### config.mk
export PLATFORM = sky130hd
export DESIGN_NAME = pattern_detector_flat
export DESIGN_NICKNAME = d
export VERILOG_FILES = /design/src/rtl/patdet_pkg.sv /design/src/rtl/pattern_detector_if.sv /design/src/rtl/patdet_cmp.sv /design/src/rtl/pattern_detector.sv /design/src/flat_wrapper.sv
export SDC_FILE = /design/constraint.sdc
export NUM_CORES = 1
export LEC_CHECK = 0
export ABC_AREA = 1
export ABC_CLOCK_PERIOD_IN_PS = 1600
export BUFFER_PORTS_ARGS = -buffer_cell sky130_fd_sc_hd__buf_4
export CAP_MARGIN = 20
export CORE_AREA = 10 10 60 62
export DETAILED_ROUTE_END_ITERATION = 10
export DIE_AREA = 0 0 70 72
export PLACE_DENSITY = 0.71
export RECOVER_POWER = 50
export SYNTH_ARGS = -nofsm -noshare
export SYNTH_HDL_FRONTEND = slang
export SYNTH_HIERARCHICAL = 1
export SYNTH_SLANG_ARGS = --single-unit
### constraint.sdc
create_clock -name clk_2 -period 1.6 [get_ports clk_2]
set_input_delay 0.16 -clock clk_2 [delete_from_list [all_inputs] [get_ports clk_2]]
set_output_delay 0.16 -clock clk_2 [all_outputs]
set_load 0.005 [all_outputs]
### src/rtl/patdet_pkg.sv
// Shared types and constants for the serial pattern detector.
// Optional per-bit compare mask is enabled by defining PATDET_MASK_EN.
package patdet_pkg;

    localparam int unsigned STATE_W = 2;

    typedef enum logic [STATE_W-1:0] {
        IDLE  = 2'd0,
        FILL  = 2'd1,
        ARMED = 2'd2
    } patdet_state_t;

    // Encoding presented on state_o
    localparam logic [STATE_W-1:0] STATE_IDLE  = 2'd0;
    localparam logic [STATE_W-1:0] STATE_FILL  = 2'd1;
    localparam logic [STATE_W-1:0] STATE_ARMED = 2'd2;

    localparam int unsigned PAT_W_MIN = 1;
    localparam int unsigned PAT_W_MAX = 16;

    // Width of a counter that must hold 0..pat_w inclusive
    function automatic int unsigned fill_width(input int unsigned pat_w);
        return (pat_w < 1) ? 1 : $clog2(pat_w + 1);
    endfunction

endpackage

### src/rtl/pattern_detector_if.sv
// Control/data/status bundle between the stimulus logic and the pattern detector.
// Carries the mask field only when PATDET_MASK_EN is defined.
interface pattern_detector_if
    import patdet_pkg::*;
#(
    parameter int unsigned PAT_W = 4,
    parameter int unsigned CNT_W = 8
) ();

    localparam int unsigned FILL_W = fill_width(PAT_W);

    logic              load;
    logic [PAT_W-1:0]  pattern;
`ifdef PATDET_MASK_EN
    logic [PAT_W-1:0]  mask;
`endif
    logic              overlap;
    logic              in_valid;
    logic              in_bit;
    logic              clr_count;

    logic              match;
    logic [CNT_W-1:0]  match_count;
    logic [STATE_W-1:0] state_o;
    logic [FILL_W-1:0] fill;

    modport master (
        output load,
        output pattern,
`ifdef PATDET_MASK_EN
        output mask,
`endif
        output overlap,
        output in_valid,
        output in_bit,
        output clr_count,
        input  match,
        input  match_count,
        input  state_o,
        input  fill
    );

    modport slave (
        input  load,
        input  pattern,
`ifdef PATDET_MASK_EN
        input  mask,
`endif
        input  overlap,
        input  in_valid,
        input  in_bit,
        input  clr_count,
        output match,
        output match_count,
        output state_o,
        output fill
    );

endinterface

### src/rtl/patdet_cmp.sv
// Combinational compare of the candidate history against the latched pattern.
// With PATDET_MASK_EN a mask bit of 0 turns that position into a don't-care.
module patdet_cmp #(
    parameter int unsigned PAT_W = 4
) (
    input  logic [PAT_W-1:0] history,
    input  logic [PAT_W-1:0] pattern,
`ifdef PATDET_MASK_EN
    input  logic [PAT_W-1:0] mask,
`endif
    output logic             hit
);

`ifdef PATDET_MASK_EN
    assign hit = ((history ^ pattern) & mask) == '0;
`else
    assign hit = (history == pattern);
`endif

endmodule

### src/rtl/pattern_detector.sv
// Serial bit-pattern detector: shift register, IDLE/FILL/ARMED FSM and saturating match counter.
// Define PATDET_MASK_EN to add a latched don't-care mask to the compare.
module pattern_detector
    import patdet_pkg::*;
#(
    parameter int unsigned PAT_W = 4,
    parameter int unsigned CNT_W = 8
) (
    input  logic               clk_2,
    input  logic               reset,
    pattern_detector_if.slave  bus
);

    localparam int unsigned       FILL_W    = fill_width(PAT_W);
    localparam logic [FILL_W-1:0] FILL_FULL = FILL_W'(PAT_W);
    localparam logic [CNT_W-1:0]  CNT_MAX   = '1;

    patdet_state_t     state, state_n;
    logic [PAT_W-1:0]  pattern_q, pattern_n;
    logic [PAT_W-1:0]  history, history_n;
    logic [PAT_W-1:0]  shifted;
`ifdef PATDET_MASK_EN
    logic [PAT_W-1:0]  mask_q, mask_n;
`endif
    logic [FILL_W-1:0] fill_q, fill_n, fill_inc;
    logic              match_q, match_n;
    logic [CNT_W-1:0]  count_q, count_n;
    logic              hit;

    // Newest bit enters at bit 0; the oldest falls off the top
    assign shifted  = PAT_W'({history, bus.in_bit});
    assign fill_inc = fill_q + FILL_W'(1);

    patdet_cmp #(
        .PAT_W   (PAT_W)
    ) u_cmp (
        .history (shifted),
        .pattern (pattern_q),
`ifdef PATDET_MASK_EN
        .mask    (mask_q),
`endif
        .hit     (hit)
    );

    // State register
    always_ff @(posedge clk_2) begin
        if (reset) begin
            state <= IDLE;
        end else begin
            state <= state_n;
        end
    end

    // Next-state, datapath and counter update
    always_comb begin
        state_n   = state;
        pattern_n = pattern_q;
        history_n = history;
        fill_n    = fill_q;
        match_n   = 1'b0;
        count_n   = count_q;
`ifdef PATDET_MASK_EN
        mask_n    = mask_q;
`endif

        if (bus.load) begin
            pattern_n = bus.pattern;
`ifdef PATDET_MASK_EN
            mask_n    = bus.mask;
`endif
            history_n = '0;
            fill_n    = '0;
            state_n   = FILL;
        end else begin
            case (state)
                FILL, ARMED: begin
                    if (bus.in_valid) begin
                        history_n = shifted;
                        if (state == FILL) begin
                            fill_n = fill_inc;
                        end
                        // The beat that completes the history is compared immediately
                        if ((state == ARMED) || (fill_inc == FILL_FULL)) begin
                            state_n = ARMED;
                            if (hit) begin
                                match_n = 1'b1;
                                if (!bus.overlap) begin
                                    history_n = '0;
                                    fill_n    = '0;
                                    state_n   = FILL;
                                end
                            end
                        end
                    end
                end
                default: begin
                end
            endcase
        end

        if (match_n && (count_q != CNT_MAX)) begin
            count_n = count_q + CNT_W'(1);
        end
        // Clear wins over a coincident increment
        if (bus.clr_count) begin
            count_n = '0;
        end
    end

    // Datapath registers
    always_ff @(posedge clk_2) begin
        if (reset) begin
            pattern_q <= '0;
            history   <= '0;
            fill_q    <= '0;
            match_q   <= 1'b0;
            count_q   <= '0;
`ifdef PATDET_MASK_EN
            mask_q    <= '1;
`endif
        end else begin
            pattern_q <= pattern_n;
            history   <= history_n;
            fill_q    <= fill_n;
            match_q   <= match_n;
            count_q   <= count_n;
`ifdef PATDET_MASK_EN
            mask_q    <= mask_n;
`endif
        end
    end

    assign bus.match       = match_q;
    assign bus.match_count = count_q;
    assign bus.state_o     = STATE_W'(state);
    assign bus.fill        = fill_q;

endmodule
### src/flat_wrapper.sv
// flat-port wrapper written by rule: the top's interface ports become plain ports
module pattern_detector_flat import patdet_pkg::*;
#(
    parameter int unsigned PAT_W = 4,
    parameter int unsigned CNT_W = 8
)
  (clk_2, reset, bus_load, bus_pattern, bus_overlap, bus_in_valid, bus_in_bit, bus_clr_count, bus_match, bus_match_count, bus_state_o, bus_fill);
  pattern_detector_if #(.PAT_W(PAT_W), .CNT_W(CNT_W)) bus_i ();
  input  logic clk_2;
  input  logic reset;
  input wire logic [$bits(bus_i.load)-1:0] bus_load;
  input wire logic [$bits(bus_i.pattern)-1:0] bus_pattern;
  input wire logic [$bits(bus_i.overlap)-1:0] bus_overlap;
  input wire logic [$bits(bus_i.in_valid)-1:0] bus_in_valid;
  input wire logic [$bits(bus_i.in_bit)-1:0] bus_in_bit;
  input wire logic [$bits(bus_i.clr_count)-1:0] bus_clr_count;
  output wire logic [$bits(bus_i.match)-1:0] bus_match;
  output wire logic [$bits(bus_i.match_count)-1:0] bus_match_count;
  output wire logic [$bits(bus_i.state_o)-1:0] bus_state_o;
  output wire logic [$bits(bus_i.fill)-1:0] bus_fill;
  assign bus_i.load = bus_load;
  assign bus_i.pattern = bus_pattern;
  assign bus_i.overlap = bus_overlap;
  assign bus_i.in_valid = bus_in_valid;
  assign bus_i.in_bit = bus_in_bit;
  assign bus_i.clr_count = bus_clr_count;
  assign bus_match = bus_i.match;
  assign bus_match_count = bus_i.match_count;
  assign bus_state_o = bus_i.state_o;
  assign bus_fill = bus_i.fill;
  pattern_detector #(.PAT_W(PAT_W), .CNT_W(CNT_W)) u_core (.clk_2(clk_2), .reset(reset), .bus(bus_i));
endmodule
==> results_dict.tcl <==
set metrics [dict create \
    cellPowerDensity_mw_per_mm2 617 \
    min_period_ns 1.51 \
    synth_cell_types 23 \
    fin_total_pwr_uw 899 \
    yosysWarningCount 6 \
    initial_core_util_pct 47.7 \
    placeableCoreArea_mm2 0.00243 \
    critical_path.endpoint_type "register" \
    critical_path.max_fanout 5 \
    floorplan.io_pins 25 \
    cts_tree "built" \
    rsz0062_at_grt "true" \
    drt-wirelength-per-cell_um 11.8 \
    avgSynthCellArea_um2 6.83 \
    worst-slew-pin-transition_ns 0.312 \
    numClockSinks 21 \
    antenna_cells_inserted 0 \
    floorplan.die_area_mm2 0.00504 \
    std_cell_rows 18 \
    cts_made_buffers 3 \
    placedCellCount 225 \
    timing.setup.tns_ns 0 \
    clk_transition_reported_paths_ns 0.12 \
    detail_route.iter0.violations 55 \
    syn_nets 186 \
    grt_pass1_wl_um 4730 \
    worst-setup-path-type "reg -> reg" \
    final_layout_size_suffix_gt1_share_pct 23.8 \
    global_route.usage.total_pct 10.8 \
    cts_max_path_buffers 2 \
    syn-cell-area_mm2 0.00116 \
    grt_pass1_vias 1092 \
    power.static_leakage_nw 0.653 \
    worstSetupStartpointType "register" \
    antenna_violating_nets_post_route 0 \
    drc_errors_left 0 \
    place.gp.congestion 0.866 \
    finalMaxSlewViolations 0 \
    htree_num_levels 1 \
    design.final.nets 219 \
    setup_viol 0 \
    root_buffer "clkbuf_4" \
    placement.setup.worst_slack_ns -0.00460 \
    total_congestion_overflow_after_global_routing 0 \
    final-instance-count-excl-fill 232 \
    fin_worst_skew_ns 0.000698 \
    fraction_of_post_synthesis_cell_area_in_the_top_cell_type_by_area_pct 36.2 \
    finalWorstSetupSlack_ns 0.0931 \
    maxSlewHeadroom_pct 79.2 \
    worst_hold_path_type "in -> reg" \
    stdcell_area_mm2 0.00146 \
    die_y_um 72 \
    grt_antenna_before_repair 0 \
    synth-seq-cells 21 \
    cap_violations 0 \
    timing.final.crit_share_pct 94.2 \
    status "finished, final reports clean" \
    syn_inst 170 \
    drtPass1Iterations 4 \
    fp.dieW_um 70 \
    dpl_cell_area_mm2 0.00139 \
    routed_via_density 4.93 \
    yosys.area.top_type "dfxtp_1" \
    layout-area-overhead-vs-synth_pct 25.4 \
    detailedPlacementHpwl_um 2190 \
    cp_data_required_time_ns 1.84 \
    timing.final.hold_violations 0 \
    finalWirelength_um 2730 \
    clock.fmax_mhz 664 \
    synth.area.top_cells "dfxtp_1 36%, nand2_1 16%, inv_1 8.7%" \
    final.fill_count 234 \
    critical_path_arrival_ns 1.75 \
    vdd.ir_drop.worst_mv 0.387 \
    portBuffers 24 \
    seq_area_frac_synth_pct 36.2 \
    grt_start_max_net_pins 13 \
    clock_insertion_delay_worst_skew_ns 0.30 \
    via_count 1143 \
]
sequential cells by signal, indices dropped and copies added, names as in the netlist:
register	cells
u_core/bus.match_count	8
u_core/pattern_q	4
u_core/bus.fill	3
u_core/history	3
u_core/bus.state_o	2
u_core/bus.match	1
worst max-delay path, cell delays in order (launching register included):
cell and delay, ns:
dfxtp_1 0.36, inv_1 0.06, ha_1 0.33, inv_1 0.08, nand2_2 0.05, nor2_2 0.11, nand2_1 0.11, nor2_4 0.15
nand2_1 0.08, a21oi_1 0.12
layer usage:
layer | up-vias | part of all wire, % | GRT usage (%)
met2 | 18 | 52 | 19.4
met3 | 2 | 3.1 | 2.31
li1 | 586 | - | -
met5 | - | 0 | 0
met1 | 537 | 44 | 12.3
met4 | 0 | 0.48 | 3.73
synthesized netlist by cell type, drive strengths merged:
| master | n |
|---|---|
| ha | 5 |
| nand3 | 7 |
| nand3b | 1 |
| nor2 | 27 |
| o21bai | 1 |
| nand4 | 2 |
| xnor2 | 2 |
| nand2 | 52 |
| a211oi | 4 |
| o21ai | 4 |
| nor3 | 1 |
| clkbuf | 1 |
| inv | 27 |
| dfxtp | 21 |
| buf | 2 |
| xor2 | 2 |
| a21oi | 11 |
path summary, 6_finish.rpt:
path                            slack, ns  cells after the start                        end                   from
worst max-delay path                 0.09                      9  u_core/bus.match_count[5]  u_core/bus.state_o[0]
worst min-delay path                 0.06                      2        u_core/pattern_q[0]                  reset
worst max register to register       0.09                      9  u_core/bus.match_count[5]  u_core/bus.state_o[0]
worst min register to register       0.48                      2        u_core/pattern_q[3]    u_core/pattern_q[3]
report_power, final:
group | internal, mW | switching, mW | leakage [nW] | total, mW
Combinational | 0.0480 | 0.0529 | 0.464 | 0.101
Sequential | 0.534 | 0.00698 | 0.171 | 0.540
Clock | 0.0931 | 0.165 | 0.0177 | 0.258
Total | 0.675 | 0.224 | 0.653 | 0.899
final cells by class:
cell class	instances	area (um2)	share of cell area [%]
flip-flops and latches	21	422	29.0
clock inverters	1	5.00	0.344
clock buffers	3	22.5	1.55
well taps	30	37.5	2.58
multi-input cells	119	639	43.9
repair buffers	31	229	15.7
inverters	27	101	6.96
cells by family after synthesis:
family,synth area share (%)
adders and majority gates,5.39
xor gates and xnor gates,3.02
and+or+nand+nor,35.2
DFF,36.2
AOI/OAI and AO/OA,9.70
buffers and inverters,10.5
cell usage in the layout, fill, tap and decap left out, types with 3 or more instances in the layout:
cell,synthesis,routed
inv_1,27,27
nand2_2,2,3
nor2_4,3,4
a21oi_1,11,11
buf_4,0,22
nand2_1,49,48
dfxtp_1,21,20
clkbuf_4,0,11
ha_1,5,5
nand3_1,6,6
nor2_1,22,21
through the flow:
step           util, %  hold slack, ns
6_report          59.9          0.0616
5_1_grt           59.9          0.0610
4_1_cts           58.6          0.0445
3_5_place_dp      57.1           0.391
3_3_place_gp      57.1           0.386
2_1_floorplan        -           0.300
repair_timing:
action / 4_1_cts / 5_1_grt
resized for setup: 1 / 7
pin swaps: 1 / 3
hold buffers: 0 / 0
endpoints found under the setup margin: 2 / 9
hold endpoints to repair: 0 / 0
buffers inserted: 1 / 2
(Power assumes the default switching activity.)
